<file path="config.mk">
export PLATFORM = sky130hd
export DESIGN_NAME = sync_manager_unit
export DESIGN_NICKNAME = d
export VERILOG_FILES = /design/src/rtl/sync_manager_pkg.sv /design/src/rtl/sync_manager_unit.sv
export SDC_FILE = /design/constraint.sdc
export NUM_CORES = 1
export LEC_CHECK = 0
export ABC_AREA = 0
export ABC_CLOCK_PERIOD_IN_PS = 7400
export CORE_UTILIZATION = 55
export DETAILED_ROUTE_END_ITERATION = 10
export GPL_TIMING_DRIVEN = 0
export PLACE_DENSITY_LB_ADDON = 0.08
export SLEW_MARGIN = 15
export SYNTH_ARGS = -nofsm -noshare
export SYNTH_HDL_FRONTEND = slang
export SYNTH_SLANG_ARGS = --single-unit
</file>
<file path="constraint.sdc">
create_clock -name SYS_aclk -period 7.4 [get_ports SYS_aclk]
set_input_delay 1.48 -clock SYS_aclk [delete_from_list [all_inputs] [get_ports SYS_aclk]]
set_output_delay 1.48 -clock SYS_aclk [all_outputs]
set_load 0.03 [all_outputs]
</file>
<file path="src/rtl/sync_manager_pkg.sv">
// Shared types for the double-buffer handover controller.
// Holds the FSM state encoding and the default write stride.
package sync_manager_pkg;

  localparam int unsigned WORD_BYTES_DEFAULT = 4;

  typedef enum logic [1:0] {
    ST_INIT,
    ST_IDLE,
    ST_ARMED,
    ST_LOCKED
  } state_e;

endpackage

</file>
<file path="src/rtl/sync_manager_unit.sv">
// Double-buffer write address generator with snapshot handover:
// the writer streams through two halves, the reader freezes the last full one.
module sync_manager_unit
  import sync_manager_pkg::*;
#(
  parameter int unsigned MM_ADDR_WIDTH = 32,
  parameter int unsigned WORD_BYTES    = WORD_BYTES_DEFAULT
) (
  input  logic                     SYS_aclk,
  input  logic                     SYS_areset,
  input  logic                     SM_request,
  input  logic [4:0]               SM_log_length,
  input  logic [MM_ADDR_WIDTH-1:0] SM_address,
  input  logic                     WR_valid,
  output logic [MM_ADDR_WIDTH-1:0] WR_address,
  output logic [MM_ADDR_WIDTH-1:0] RD_address,
  output logic                     RD_valid
);

  typedef logic [MM_ADDR_WIDTH-1:0] addr_t;

  function automatic addr_t calc_addr(
    input addr_t      base,
    input logic       half,
    input addr_t      idx,
    input logic [4:0] len
  );
    addr_t half_bytes;
    half_bytes = addr_t'(WORD_BYTES) << len;
    return base + (half ? half_bytes : '0) + idx * addr_t'(WORD_BYTES);
  endfunction

  state_e     state_q, state_d;
  addr_t      base_q, base_d;
  logic [4:0] len_q, len_d;
  addr_t      wc_q, wc_d;
  logic       half_q, half_d;
  addr_t      rd_addr_q, rd_addr_d;
  logic       rd_valid_q, rd_valid_d;

  addr_t wc_last;
  logic  done;
  logic  cfg_change;

  assign wc_last    = (addr_t'(1) << len_q) - addr_t'(1);
  assign done       = WR_valid && (state_q != ST_INIT) && (wc_q == wc_last);
  assign cfg_change = (SM_address != base_q) || (SM_log_length != len_q);

  always_ff @(posedge SYS_aclk or posedge SYS_areset) begin
    if (SYS_areset) begin
      state_q    <= ST_INIT;
      base_q     <= '0;
      len_q      <= '0;
      wc_q       <= '0;
      half_q     <= 1'b0;
      rd_addr_q  <= '0;
      rd_valid_q <= 1'b0;
    end else begin
      state_q    <= state_d;
      base_q     <= base_d;
      len_q      <= len_d;
      wc_q       <= wc_d;
      half_q     <= half_d;
      rd_addr_q  <= rd_addr_d;
      rd_valid_q <= rd_valid_d;
    end
  end

  always_comb begin
    state_d    = state_q;
    base_d     = base_q;
    len_d      = len_q;
    wc_d       = wc_q;
    half_d     = half_q;
    rd_addr_d  = rd_addr_q;
    rd_valid_d = rd_valid_q;

    if (WR_valid && state_q != ST_INIT) begin
      wc_d = done ? '0 : wc_q + addr_t'(1);
    end

    unique case (state_q)
      ST_INIT: begin
        base_d  = SM_address;
        len_d   = SM_log_length;
        wc_d    = '0;
        half_d  = 1'b0;
        state_d = ST_IDLE;
      end
      ST_IDLE: begin
        if (done) half_d = ~half_q;
        if (cfg_change) begin
          state_d = ST_INIT;
        end else if (SM_request) begin
          state_d = ST_ARMED;
        end
      end
      ST_ARMED: begin
        // A release racing a completion wins: no handover.
        if (!SM_request) begin
          if (done) half_d = ~half_q;
          state_d = ST_IDLE;
        end else if (done) begin
          rd_addr_d  = calc_addr(base_q, half_q, '0, len_q);
          half_d     = ~half_q;
          rd_valid_d = 1'b1;
          state_d    = ST_LOCKED;
        end
      end
      ST_LOCKED: begin
        if (!SM_request) begin
          rd_valid_d = 1'b0;
          state_d    = ST_IDLE;
        end
      end
      default: state_d = ST_INIT;
    endcase
  end

  assign WR_address = calc_addr(base_q, half_q, wc_q, len_q);
  assign RD_address = rd_addr_q;
  assign RD_valid   = rd_valid_q;

endmodule

</file>
# After elaboration in Yosys (flattened, before gate mapping)
# Cells that the tools add are included.
# totals
ff_bits	105
latchBits	0
ram_bits	0
rom_bits	0
inputBits	41
word_cells	55
mem_count	0
# op_classes
n_addsub	4
mul	0
div_mod_pow	0
n_lt_le_gt_ge	0
n_eq_ne	12
shift	2
n_mux	16
n_bitwise	1
n_reduce_logical	13
# op_table
operator	n
two-way mux 32 bit	4
adder 32 bit	2
adder 32 x 1 -> 32 bit (second input constant)	1
equality test 32 bit	1
!= test 32 bit	1
<< shifter 1 x 5 -> 32 bit (first input constant)	1
<< shifter 3 x 5 -> 32 bit (first input constant)	1
subtractor 32 x 1 -> 32 bit (second input constant)	1
two-way mux 2 bit	5
case mux 2 bit (4 select lines)	1
nonzero test 2 bit	4
!= test 2 bit (second input constant)	3
!= test 3 bit (second input constant)	2
AND reduction 3 bit	2
!= test 5 bit	1
equality test 2 bit (second input constant)	2
two-way mux 1 bit	4
case mux 1 bit (2 select lines)	2
AND reduction 4 bit	1
equality test 2 x 1 -> 1 bit (second input constant)	1
logical AND 1 bit	2
zero test 2 bit	1
!= test 2 x 1 -> 1 bit (second input constant)	1
AND reduction 2 bit	1
3 further kinds	3

# Depth between registers and ports, before layout
# Gate-level depths: netlist of run 1.
# logic_depth
depth_word	7
ltp_mapped	23
ltp_nobuf	21

# Least setup slack after synthesis of run 1
# Ideal clock, no wire load.
# synth_path
path_type	register -> output
startpoint	register len_q[1]
endpoint	output port WR_address[31]
t_arrival_ns	5.045
t_required_ns	5.920
path_slack_ns	0.875
path_stages_with_launch	21
path_buffers	3
cell_sequence	dfrtp_1 buf_4 buf_6 buf_4 nand3b_1 nor2_1 ha_1 a211oi_1 o21ai_0 o21a_1 o21a_1 o21a_1 o311ai_0 ha_1 and3_1 o21ai_0 a31o_2 a31o_2 o311a_1 o311a_1 xnor2_1
# synth_via
elab_chain_len	4
# synth_rtl
item	line_no	text
start: declaration	sync_manager_unit.sv:35	logic [4:0] len_q, len_d;
start signal: assignment	sync_manager_unit.sv:61	len_q <= len_d;
<< shifter 3 x 5 -> 32 bit	sync_manager_unit.sv:29	half_bytes = addr_t'(WORD_BYTES) << len;
two-way mux 32 bit	sync_manager_unit.sv:30	return base + (half ? half_bytes : '0) + idx * addr_t'(WORD_BYTES);
adder 32 bit (2 in series)	sync_manager_unit.sv:30	
end: declaration	sync_manager_unit.sv:15	output logic [MM_ADDR_WIDTH-1:0] WR_address,
# No other way between the ends.

# Worst setup path in the final report of run 1
# Same ends and word-level chain as after synthesis.

==> results_dict.tcl, run 1 <==
set metrics [dict create \
    h-tree-depth 3 \
    syn2layout_area_growth_pct 19.58 \
    clkPwrFrac_pct 24.9 \
    dp.cells 1402 \
    p_int_mw 1.213 \
    grt_use_total_pct 32.00 \
    place_area_mm2 0.01083 \
    worst-path-buf-inv 4 \
    die_h_um 133.2 \
    gr-usage-met2_pct 52.07 \
    dieArea_mm2 0.01774 \
    drc 0 \
    syn-cell-area_mm2 0.009468 \
    synth_edf_count 0 \
    io_pins 106 \
    crit_path_max_incr_delay_ns 0.44 \
    synthesis.instances 1076 \
    r2r_setup_slack_ns 2.43 \
    final_nets 1305 \
    cts_made_buffers 9 \
    root_buffer "clkbuf_16" \
    period_needed_ns 7.223 \
    rows 47 \
    fin_area_mm2 0.01132 \
    core_mm2 0.01670 \
    nFillCells 1371 \
    grt_pass1_wl_um 44220 \
    place.port_buffers 105 \
    start_util_pct 56.69 \
    critPathCaptureType "output port" \
    use_met3_pct 4.528 \
    diodes 0 \
    viasPerCell 6.149 \
    required_ns 5.92 \
    async_reset_ff_share_pct 100.0 \
    layout_commonest_cell "dfrtp_1" \
    cp.arrival_ns 5.74 \
    final_antenna_net_count 0 \
    utilization_pct 67.79 \
    synth_area_per_cell_um2 8.799 \
    die_w_um 133.2 \
    hold_path_startpoint "RD_address[2]" \
    r2r-end "RD_address[20]" \
    hold_end "RD_address[2]" \
    drt-initial-drc-count 629 \
    worst_pin_slew_ns 0.5984 \
    power_density_mw_per_mm2 178.8 \
    cts_buffer_depth 2 \
    switchingPower_uw 810.8 \
    gr-total-overflow 0 \
    seqPwrFrac_pct 33.0 \
    hp-class "flop to flop" \
    relSlewSlack_pct 60.10 \
    hold_violations 0 \
    pwr-share-comb_pct 42.2 \
    min_path_cells 1 \
    first_pass_iters 7 \
    clock_latency_ns 0.37 \
    busiest_layer "met2" \
    num_vias 8744 \
    p_sw_share_pct 40.06 \
    path_max_fanout 10 \
    cts_sinks 105 \
    postCtsHoldBufs 0 \
    synth_flop_cell "dfrtp_1" \
    fin_skew_ns 0.01382 \
    hold-worst-slack_ns 0.5128 \
    finalSetupViolations 0 \
    wl_per_cell_um 19.71 \
    cts_tree "done" \
    multi_input_area_mm2 0.006609 \
    startpoint_type "flop" \
    cp_top_family "compound AO/OA/AOI/OAI gates" \
    synth_seq_cells 105 \
    grt_max_degree 58 \
    r2r_cells 19 \
    max_freq_ghz 0.1384 \
    path_cells "buf_4 -> buf_6 -> buf_4 -> nand3b_1 -> nor2_4 -> ha_1 -> a211oi_2 -> o21ai_2 -> o21a_1 -> o21a_1 -> o21a_1 -> nand2_1 -> o311ai_4 -> ha_4 -> and3_1 -> o21ai_0 -> a31o_2 -> a31o_2 -> o311a_1 -> o311a_1 -> xnor2_1 -> clkdlybuf4s18_2" \
    leakagePower_nw 5.054 \
    clk_pin_slew_ns 0.08 \
    seq_area_frac_synth_pct 27.75 \
    yosysUniqueCellTypes 80 \
    peakVddDrop_mv 0.1459 \
    regArea_mm2 0.002628 \
    antenna_found_initial 0 \
    finalPower_mw 2.024 \
    routabilityCongestion 0.9541 \
    ys_warn_count 0 \
    critPathKind "flop to output port" \
    slowest_stage "dfrtp_1" \
    path_depth 22 \
    first_global_vias 8108 \
    wirelength_um 28030 \
    maxCapViolations 0 \
    use_met1_pct 44.10 \
    reg2reg_from "len_q[1]" \
    drive_gt1_share_pct 13.64 \
    stdcell_count 1422 \
    timing.final.crit_share_pct 97.61 \
    synth.net_count 1184 \
    cpMostUsedCell "o21a_1" \
    final_cell_mix "dfrtp_1, clkdlybuf4s50_1, nand2_1" \
    slew_violations 0 \
    hpwl_um 21590 \
    outcome "completed" \
]
-- synth_stat cells, types with 6 or more instances --
cell	count	area (um^2)
a21o_1	39	292.8
xor2_1	29	254.0
mux2_2	35	394.1
a21oi_1	71	355.3
a211oi_1	14	105.1
or2_2	6	37.54
nand2_1	90	337.8
and2_1	6	37.54
nand4_1	24	150.1
nor3_1	25	125.1
a31oi_1	8	50.05
o211ai_1	6	45.04
ha_1	65	813.3
mux2_4	29	435.4
dfrtp_1	105	2628
buf_2	7	35.03
o21a_1	10	75.07
nand3_1	46	230.2
nor4_1	7	43.79
a31o_2	7	61.31
nand2b_1	9	56.30
nor2b_1	12	75.07
nor2_1	83	311.6
or3_1	21	131.4
inv_1	20	75.07
and3_1	11	68.82
or4_1	9	67.56
o21ai_0	51	255.2
clkbuf_1	28	105.1
buf_6	10	112.6
xnor2_1	80	700.7
a211o_1	6	52.55
-- through the flow --
step / setup TNS (ns) / worst slack, ns
after floorplan: 0 / 0.8748
after global routing: -0.2510 / -0.07220
after CTS: 0 / 0.04310
after detailed placement: -5.129 / -0.8497
after global placement: -5.241 / -0.8823
final: 0 / 0.1770
-- worst reg2reg max path: stages, from the launching register on --
cell and delay, ns:
dfrtp_1 0.44, buf_4 0.20, buf_6 0.15, buf_4 0.18
nand3b_1 0.29, buf_4 0.21, or3_1 0.32, ha_1 0.24
buf_2 0.20, buf_2 0.22, xor2_1 0.16, o32ai_1 0.33
xnor2_1 0.16, nand3_1 0.13, a2111oi_2 0.34, nand4_2 0.32
or2_1 0.32, buf_6 0.15, buf_6 0.18, mux2_4 0.32
-- area by class of cell --
type                    instances  share of cell area (%)
plain buffers                  53                   2.763
clock buffers                  10                   2.111
clock inverters                 6                  0.5746
inverters                      20                  0.7073
multi-input cells             897                   58.37
flip-flops and latches        105                   23.21
well taps                     220                   2.431
repair buffers                111                   9.835
-- registers in the layout, summed over array words and instances (netlist names) --
name	count
RD_address	32
len_q	5
RD_valid	1
state_q	2
base_q	32
wc_q	32
half_q	1
-- layer usage --
| metal | vias up | share of wire (%) |
|---|---|---|
| li1 | 4186 | - |
| met1 | 4179 | 44 |
| met2 | 334 | 47 |
| met3 | 45 | 6.1 |
| met4 | 0 | 2.2 |
| met5 | - | 0 |
-- power by group through the flow --
| stage | combinational (mW) | clock, mW | sequential, mW |
|---|---|---|---|
| floorplan | 0.578 | 0 | 0.658 |
| global placement | 0.821 | 0 | 0.674 |
| detailed placement | 0.826 | 0 | 0.676 |
| CTS | 0.825 | 0.509 | 0.665 |
| global route | 0.912 | 0.533 | 0.673 |
| finish | 0.853 | 0.504 | 0.667 |
-- logic make-up after synthesis --
group | after synthesis | synth area share, %
compound gates | 266 | 18.44
mux | 70 | 9.436
xor+xnor | 110 | 10.32
simple gates | 384 | 21.03
flops | 105 | 27.75
buf+inv | 74 | 4.017
fa+ha+maj | 67 | 9.013
-- how the worst max path moves through the flow --
stage	to	from	slack (ns)
global placement	WR_address[30]	len_q[0]	-0.88
CTS	WR_address[30]	len_q[1]	0.04
detailed placement	WR_address[30]	len_q[0]	-0.85
floorplan	WR_address[31]	len_q[1]	0.87
global route	WR_address[20]	len_q[1]	-0.07
finish	WR_address[31]	len_q[1]	0.18
-- timing repair --
action | CTS | global route
cloned | 0 | 0
pin swaps | 2 | 5
setup endpoints to repair | 16 | 16
buffers inserted | 1 | 4
hold endpoints to repair | 0 | 0
resized for setup | 28 | 31
No activity file was read; power rests on OpenSTA's default activity.
==> inputs of run 2 (changes only) <==
--- a/config.mk
+++ b/config.mk
@@ -7,6 +7,7 @@
 export LEC_CHECK = 0
 export ABC_AREA = 0
 export ABC_CLOCK_PERIOD_IN_PS = 7400
+export CORE_MARGIN = 5
 export CORE_UTILIZATION = 55
 export DETAILED_ROUTE_END_ITERATION = 10
 export GPL_TIMING_DRIVEN = 0
==> run 2 against run 1 <==
Core utilization fell by 1.5 points. Setup slack improved by 0.043 ns. Wire length is 1.1% higher. Sequential share of layout area shrank 0.054 points. Final area is 0.23% higher. Combinational power rose by 0.5%. Power up 0.35%. Highest routed layer unchanged. Clock power is 1% higher.
==> results_dict.tcl, run 2 (same netlist as run 1, synthesis figures left out) <==
set metrics [dict create \
    die_w_um 141.2 \
    cp.arrival_ns 5.70 \
    place_ws_ns -0.8889 \
    gr-total-overflow 0 \
    leakagePower_nw 5.064 \
    r2r_setup_slack_ns 2.60 \
    final_nets 1305 \
    rsz0062_at_grt "true" \
    hold_violations 0 \
    r2r_cells 18 \
    syn2layout_area_growth_pct 19.86 \
    cts_buffer_depth 2 \
    cts_tree "done" \
    critPathCaptureType "output port" \
    drive_gt1_share_pct 14.14 \
    max_freq_ghz 0.1393 \
    first_global_vias 8311 \
    cts_sinks 105 \
    rows 48 \
    maxCapViolations 0 \
    wl_per_cell_um 19.86 \
    power_density_mw_per_mm2 179.0 \
    core_mm2 0.01712 \
    path_max_fanout 10 \
    fin_ws_ns 0.2202 \
    grt_max_degree 82 \
    relSlewSlack_pct 60.07 \
    die_h_um 141.2 \
    hold_path_startpoint "RD_address[3]" \
    r2r-end "RD_address[18]" \
    diodes 0 \
    peakVddDrop_mv 0.1672 \
    dieArea_mm2 0.01994 \
    critPathKind "flop to output port" \
    wirelength_um 28350 \
    final_antenna_net_count 0 \
    required_ns 5.92 \
    grt_use_total_pct 28.45 \
    period_needed_ns 7.180 \
    grt_pass1_wl_um 44860 \
    hp-class "flop to flop" \
    io_pins 106 \
    stdcell_count 1427 \
    num_vias 8734 \
    routabilityCongestion 0.9555 \
    start_util_pct 55.31 \
    first_pass_iters 5 \
    fin_skew_ns 0.01706 \
    cts_made_buffers 9 \
    dp.cells 1407 \
    drc 0 \
    hpwl_um 21840 \
    clock_latency_ns 0.38 \
    timing.final.crit_share_pct 97.02 \
    nFillCells 1463 \
    final_cell_mix "dfrtp_1, clkdlybuf4s50_1, nand2_1" \
    layout_commonest_cell "dfrtp_1" \
    clk_pin_slew_ns 0.09 \
    h-tree-depth 3 \
    worst_pin_slew_ns 0.5990 \
    hold_end "RD_address[3]" \
    min_path_cells 1 \
    startpoint_type "flop" \
    outcome "completed" \
    hold-worst-slack_ns 0.5155 \
    slew_violations 0 \
    reg2reg_from "len_q[1]" \
    drt-initial-drc-count 744 \
    place.port_buffers 105 \
    antenna_found_initial 0 \
    viasPerCell 6.121 \
    root_buffer "clkbuf_16" \
    finalSetupViolations 0 \
]
[run 2: through the flow]
| step | instance area [um^2] | setup TNS, ns | utilization [%] | power, mW |
|---|---|---|---|---|
| after floorplan | 9468 | 0 | - | 1.236 |
| after global placement | 10800 | -6.656 | 63.10 | 1.500 |
| after detailed placement | 10830 | -6.000 | 63.29 | 1.504 |
| after CTS | 11180 | 0 | 65.34 | 2.004 |
| after global routing | 11350 | -0.03847 | 66.30 | 2.130 |
| final | 11350 | 0 | 66.30 | 2.031 |
[run 2: timing repair]
| action | CTS | global route |
|---|---|---|
| pin swaps | 3 | 8 |
| resized for setup | 30 | 37 |
| hold buffers | 0 | 0 |
| setup buffers | 1 | 5 |
| setup endpoints to repair | 16 | 17 |
[run 2: final cells by class]
type	instances	area, um^2	area share (%)
Clock buffer	10	239.0	2.106
Clock inverter	6	65.06	0.5733
Tap cell	225	281.5	2.481
Inverter	20	80.08	0.7056
Sequential cell	105	2628	23.15
Buffer	52	311.5	2.745
Timing Repair Buffer	112	1114	9.813
Multi-Input combinational cell	897	6630	58.42
[run 2: critical path: stages, from the launching register on]
cell	delay, ns
dfrtp_1	0.43
buf_4	0.19
buf_6	0.14
buf_4	0.17
nand3b_1	0.26
nor2_2	0.24
ha_1	0.29
a211oi_2	0.21
o21ai_2	0.14
o2111a_1	0.30
nor3_2	0.31
xnor2_2	0.19
ha_1	0.41
and3_1	0.22
o21ai_0	0.09
a31o_2	0.24
a31o_2	0.29
o311a_1	0.40
o311a_1	0.33
xnor2_1	0.14
clkdlybuf4s18_2	0.31
[run 2: routing by layer]
layer / vias up / share of wire (%) / track usage, % / wire [um]
li1: 4194 / - / - / -
met1: 4192 / 45 / 39.39 / 12660
met2: 303 / 46 / 44.37 / 13120
met3: 45 / 6.0 / 5.631 / 1711
met4: 0 / 3.0 / 10.10 / 852
met5: - / 0 / 0 / 0
[run 2: worst max-delay path by stage]
stage | startpoint | end | slack [ns] | cells past startpoint
3_3_place_gp | len_q[0] | WR_address[30] | -0.95 | 22
6_report | len_q[1] | WR_address[31] | 0.22 | 20
5_1_grt | len_q[1] | WR_address[30] | -0.03 | 22
4_1_cts | len_q[1] | WR_address[30] | 0.002 | 23
2_1_floorplan | len_q[1] | WR_address[31] | 0.87 | 20
3_5_place_dp | len_q[0] | WR_address[30] | -0.89 | 22
[run 2: where the power goes]
part	total [mW]	internal (mW)	switching (mW)
Clock	0.509	0.250	0.259
Combinational	0.857	0.353	0.504
Sequential	0.665	0.613	0.0522
Total	2.03	1.22	0.816
==> inputs of run 3 (changes only) <==
--- a/config.mk
+++ b/config.mk
@@ -6,9 +6,9 @@
 export NUM_CORES = 1
 export LEC_CHECK = 0
 export ABC_AREA = 0
-export ABC_CLOCK_PERIOD_IN_PS = 7400
-export CORE_MARGIN = 5
-export CORE_UTILIZATION = 55
+export ABC_CLOCK_PERIOD_IN_PS = 9000
+export CORE_MARGIN = 2
+export CORE_UTILIZATION = 60
 export DETAILED_ROUTE_END_ITERATION = 10
 export GPL_TIMING_DRIVEN = 0
 export PLACE_DENSITY_LB_ADDON = 0.08
==> constraint.sdc (replaced) <==
create_clock -name SYS_aclk -period 9 [get_ports SYS_aclk]
set_input_delay 1.8 -clock SYS_aclk [delete_from_list [all_inputs] [get_ports SYS_aclk]]
set_output_delay 1.8 -clock SYS_aclk [all_outputs]
set_load 0.03 [all_outputs]
==> run 3 against run 2 <==
Non-clock buffer count shrank 5. Critical endpoint is now WR_address[30]. Worst hold slack worse by 0.0026 ns. Setup slack improved by 0.28 ns. First-iteration DRC count rose by 9.5%. Highest routed layer unchanged. Largest cell class unchanged. Clock power decreased by 21%. Critical path depth up 1.
==> results_dict.tcl, run 3 (same netlist as run 1, synthesis figures left out) <==
set metrics [dict create \
    clkPwrFrac_pct 24.5 \
    die_w_um 129.6 \
    max_freq_ghz 0.1177 \
    maxCapViolations 0 \
    place_area_mm2 0.01082 \
    timing.final.crit_share_pct 94.39 \
    cts_tree "done" \
    leakagePower_nw 4.957 \
    reg2reg_from "len_q[1]" \
    gr-total-overflow 0 \
    die_h_um 129.6 \
    required_ns 7.20 \
    grt_pass1_wl_um 43830 \
    critPathKind "flop to output port" \
    worst_pin_slew_ns 0.6541 \
    postCtsHoldBufs 0 \
    first_pass_iters 5 \
    hold-worst-slack_ns 0.5129 \
    diodes 0 \
    viasPerCell 6.265 \
    wl_per_cell_um 19.60 \
    pwr-share-comb_pct 42.2 \
    start_util_pct 61.82 \
    hold_violations 0 \
    seqPwrFrac_pct 33.3 \
    cts_sinks 105 \
    root_buffer "clkbuf_16" \
    slew_violations 0 \
    p_sw_share_pct 40.29 \
    power_density_mw_per_mm2 148.0 \
    r2r_cells 18 \
    core_mm2 0.01531 \
    place_ws_ns 0.4284 \
    grt_use_total_pct 33.79 \
    cts_buffer_depth 2 \
    io_pins 106 \
    h-tree-depth 3 \
    clk_pin_slew_ns 0.08 \
    fin_skew_ns 0.01223 \
    r2r-end "RD_address[18]" \
    path_max_fanout 10 \
    hpwl_um 21430 \
    finalSetupViolations 0 \
    hp-class "flop to flop" \
    finalPower_mw 1.645 \
    rsz0062_at_grt "false" \
    syn2layout_area_growth_pct 17.39 \
    hold_end "RD_address[5]" \
    drc 0 \
    num_vias 8815 \
    p_int_uw 982.3 \
    routabilityCongestion 0.9546 \
    setup_tns_ns 0 \
    fin_ws_ns 0.5047 \
    fin_area_mm2 0.01111 \
    stdcell_count 1407 \
    rows 45 \
    grt_max_degree 58 \
    hold_path_startpoint "RD_address[5]" \
    startpoint_type "flop" \
    utilization_pct 72.57 \
    final_nets 1300 \
    clock_latency_ns 0.37 \
    peakVddDrop_mv 0.1184 \
    final_antenna_net_count 0 \
    place.port_buffers 105 \
    cp.arrival_ns 6.70 \
    dp.cells 1393 \
    final_cell_mix "dfrtp_1, clkdlybuf4s50_1, nand2_1" \
    drive_gt1_share_pct 10.95 \
    relSlewSlack_pct 56.39 \
    period_needed_ns 8.495 \
    wirelength_um 27580 \
    outcome "completed" \
    first_global_vias 8216 \
    r2r_setup_slack_ns 4.08 \
    min_path_cells 1 \
    dieArea_mm2 0.01680 \
    critPathCaptureType "output port" \
    switchingPower_uw 662.8 \
    antenna_found_initial 0 \
    cts_made_buffers 9 \
    drt-initial-drc-count 815 \
    cts_setup_buffers 0 \
]
==> run 3: layout make-up <==
type / count / area [um^2]
multi-input combinational: 897 / 6472
timing repair buffer: 106 / 1079
sequential: 105 / 2628
inverter: 20 / 80.08
clock buffer: 9 / 225.2
tap: 211 / 264.0
buffer: 53 / 302.8
clock inverter: 6 / 63.81
fill: 1260 / 4200
==> run 3: power by group through the flow <==
stage | Sequential [mW] | Combinational (mW) | Clock (mW)
floorplan | 0.541 | 0.475 | 0
global route | 0.553 | 0.745 | 0.428
CTS | 0.546 | 0.684 | 0.403
detailed placement | 0.555 | 0.680 | 0
finish | 0.548 | 0.694 | 0.404
global placement | 0.553 | 0.672 | 0
==> run 3: worst max-delay path, cell delays in order (launching register included) <==
cell	delay [ns]
dfrtp_1	0.44
buf_6	0.17
buf_4	0.17
nor2_2	0.31
nand2_1	0.25
nor2_1	0.27
ha_1	0.29
a211oi_1	0.20
o21ai_0	0.27
o2111a_1	0.36
nor3_1	0.31
xnor2_1	0.33
ha_1	0.41
and3_1	0.21
nor3b_1	0.15
o311ai_0	0.12
nand2_1	0.32
a211oi_2	0.37
nor2_1	0.12
a221oi_1	0.37
xnor2_1	0.17
clkdlybuf4s50_1	0.69
==> run 3: what timing repair did <==
item                       CTS  global route
hold endpoints to repair     0             0
setup endpoints to repair    0             6
resized for setup            0             5
==> run 3: worst max path at each step <==
| stage | from | end | slack, ns | cells after the start |
|---|---|---|---|---|
| after floorplan | len_q[1] | WR_address[31] | 2.15 | 20 |
| after global placement | len_q[0] | WR_address[30] | 0.41 | 22 |
| after detailed placement | len_q[0] | WR_address[30] | 0.43 | 22 |
| after CTS | len_q[0] | WR_address[30] | 0.007 | 22 |
| after global routing | len_q[3] | WR_address[30] | 0.08 | 22 |
| final | len_q[3] | WR_address[30] | 0.50 | 21 |
==> run 3: routing by layer <==
metal / wire length [um] / GRT usage (%) / vias to the layer above / part of all wire, %
met3: 1950 / 5.945 / 70 / 7.1
met5: 0 / 0 / - / 0
li1: - / - / 4167 / -
met1: 11880 / 46.72 / 4168 / 43
met4: 1049 / 13.22 / 0 / 3.8
met2: 12700 / 52.91 / 410 / 46
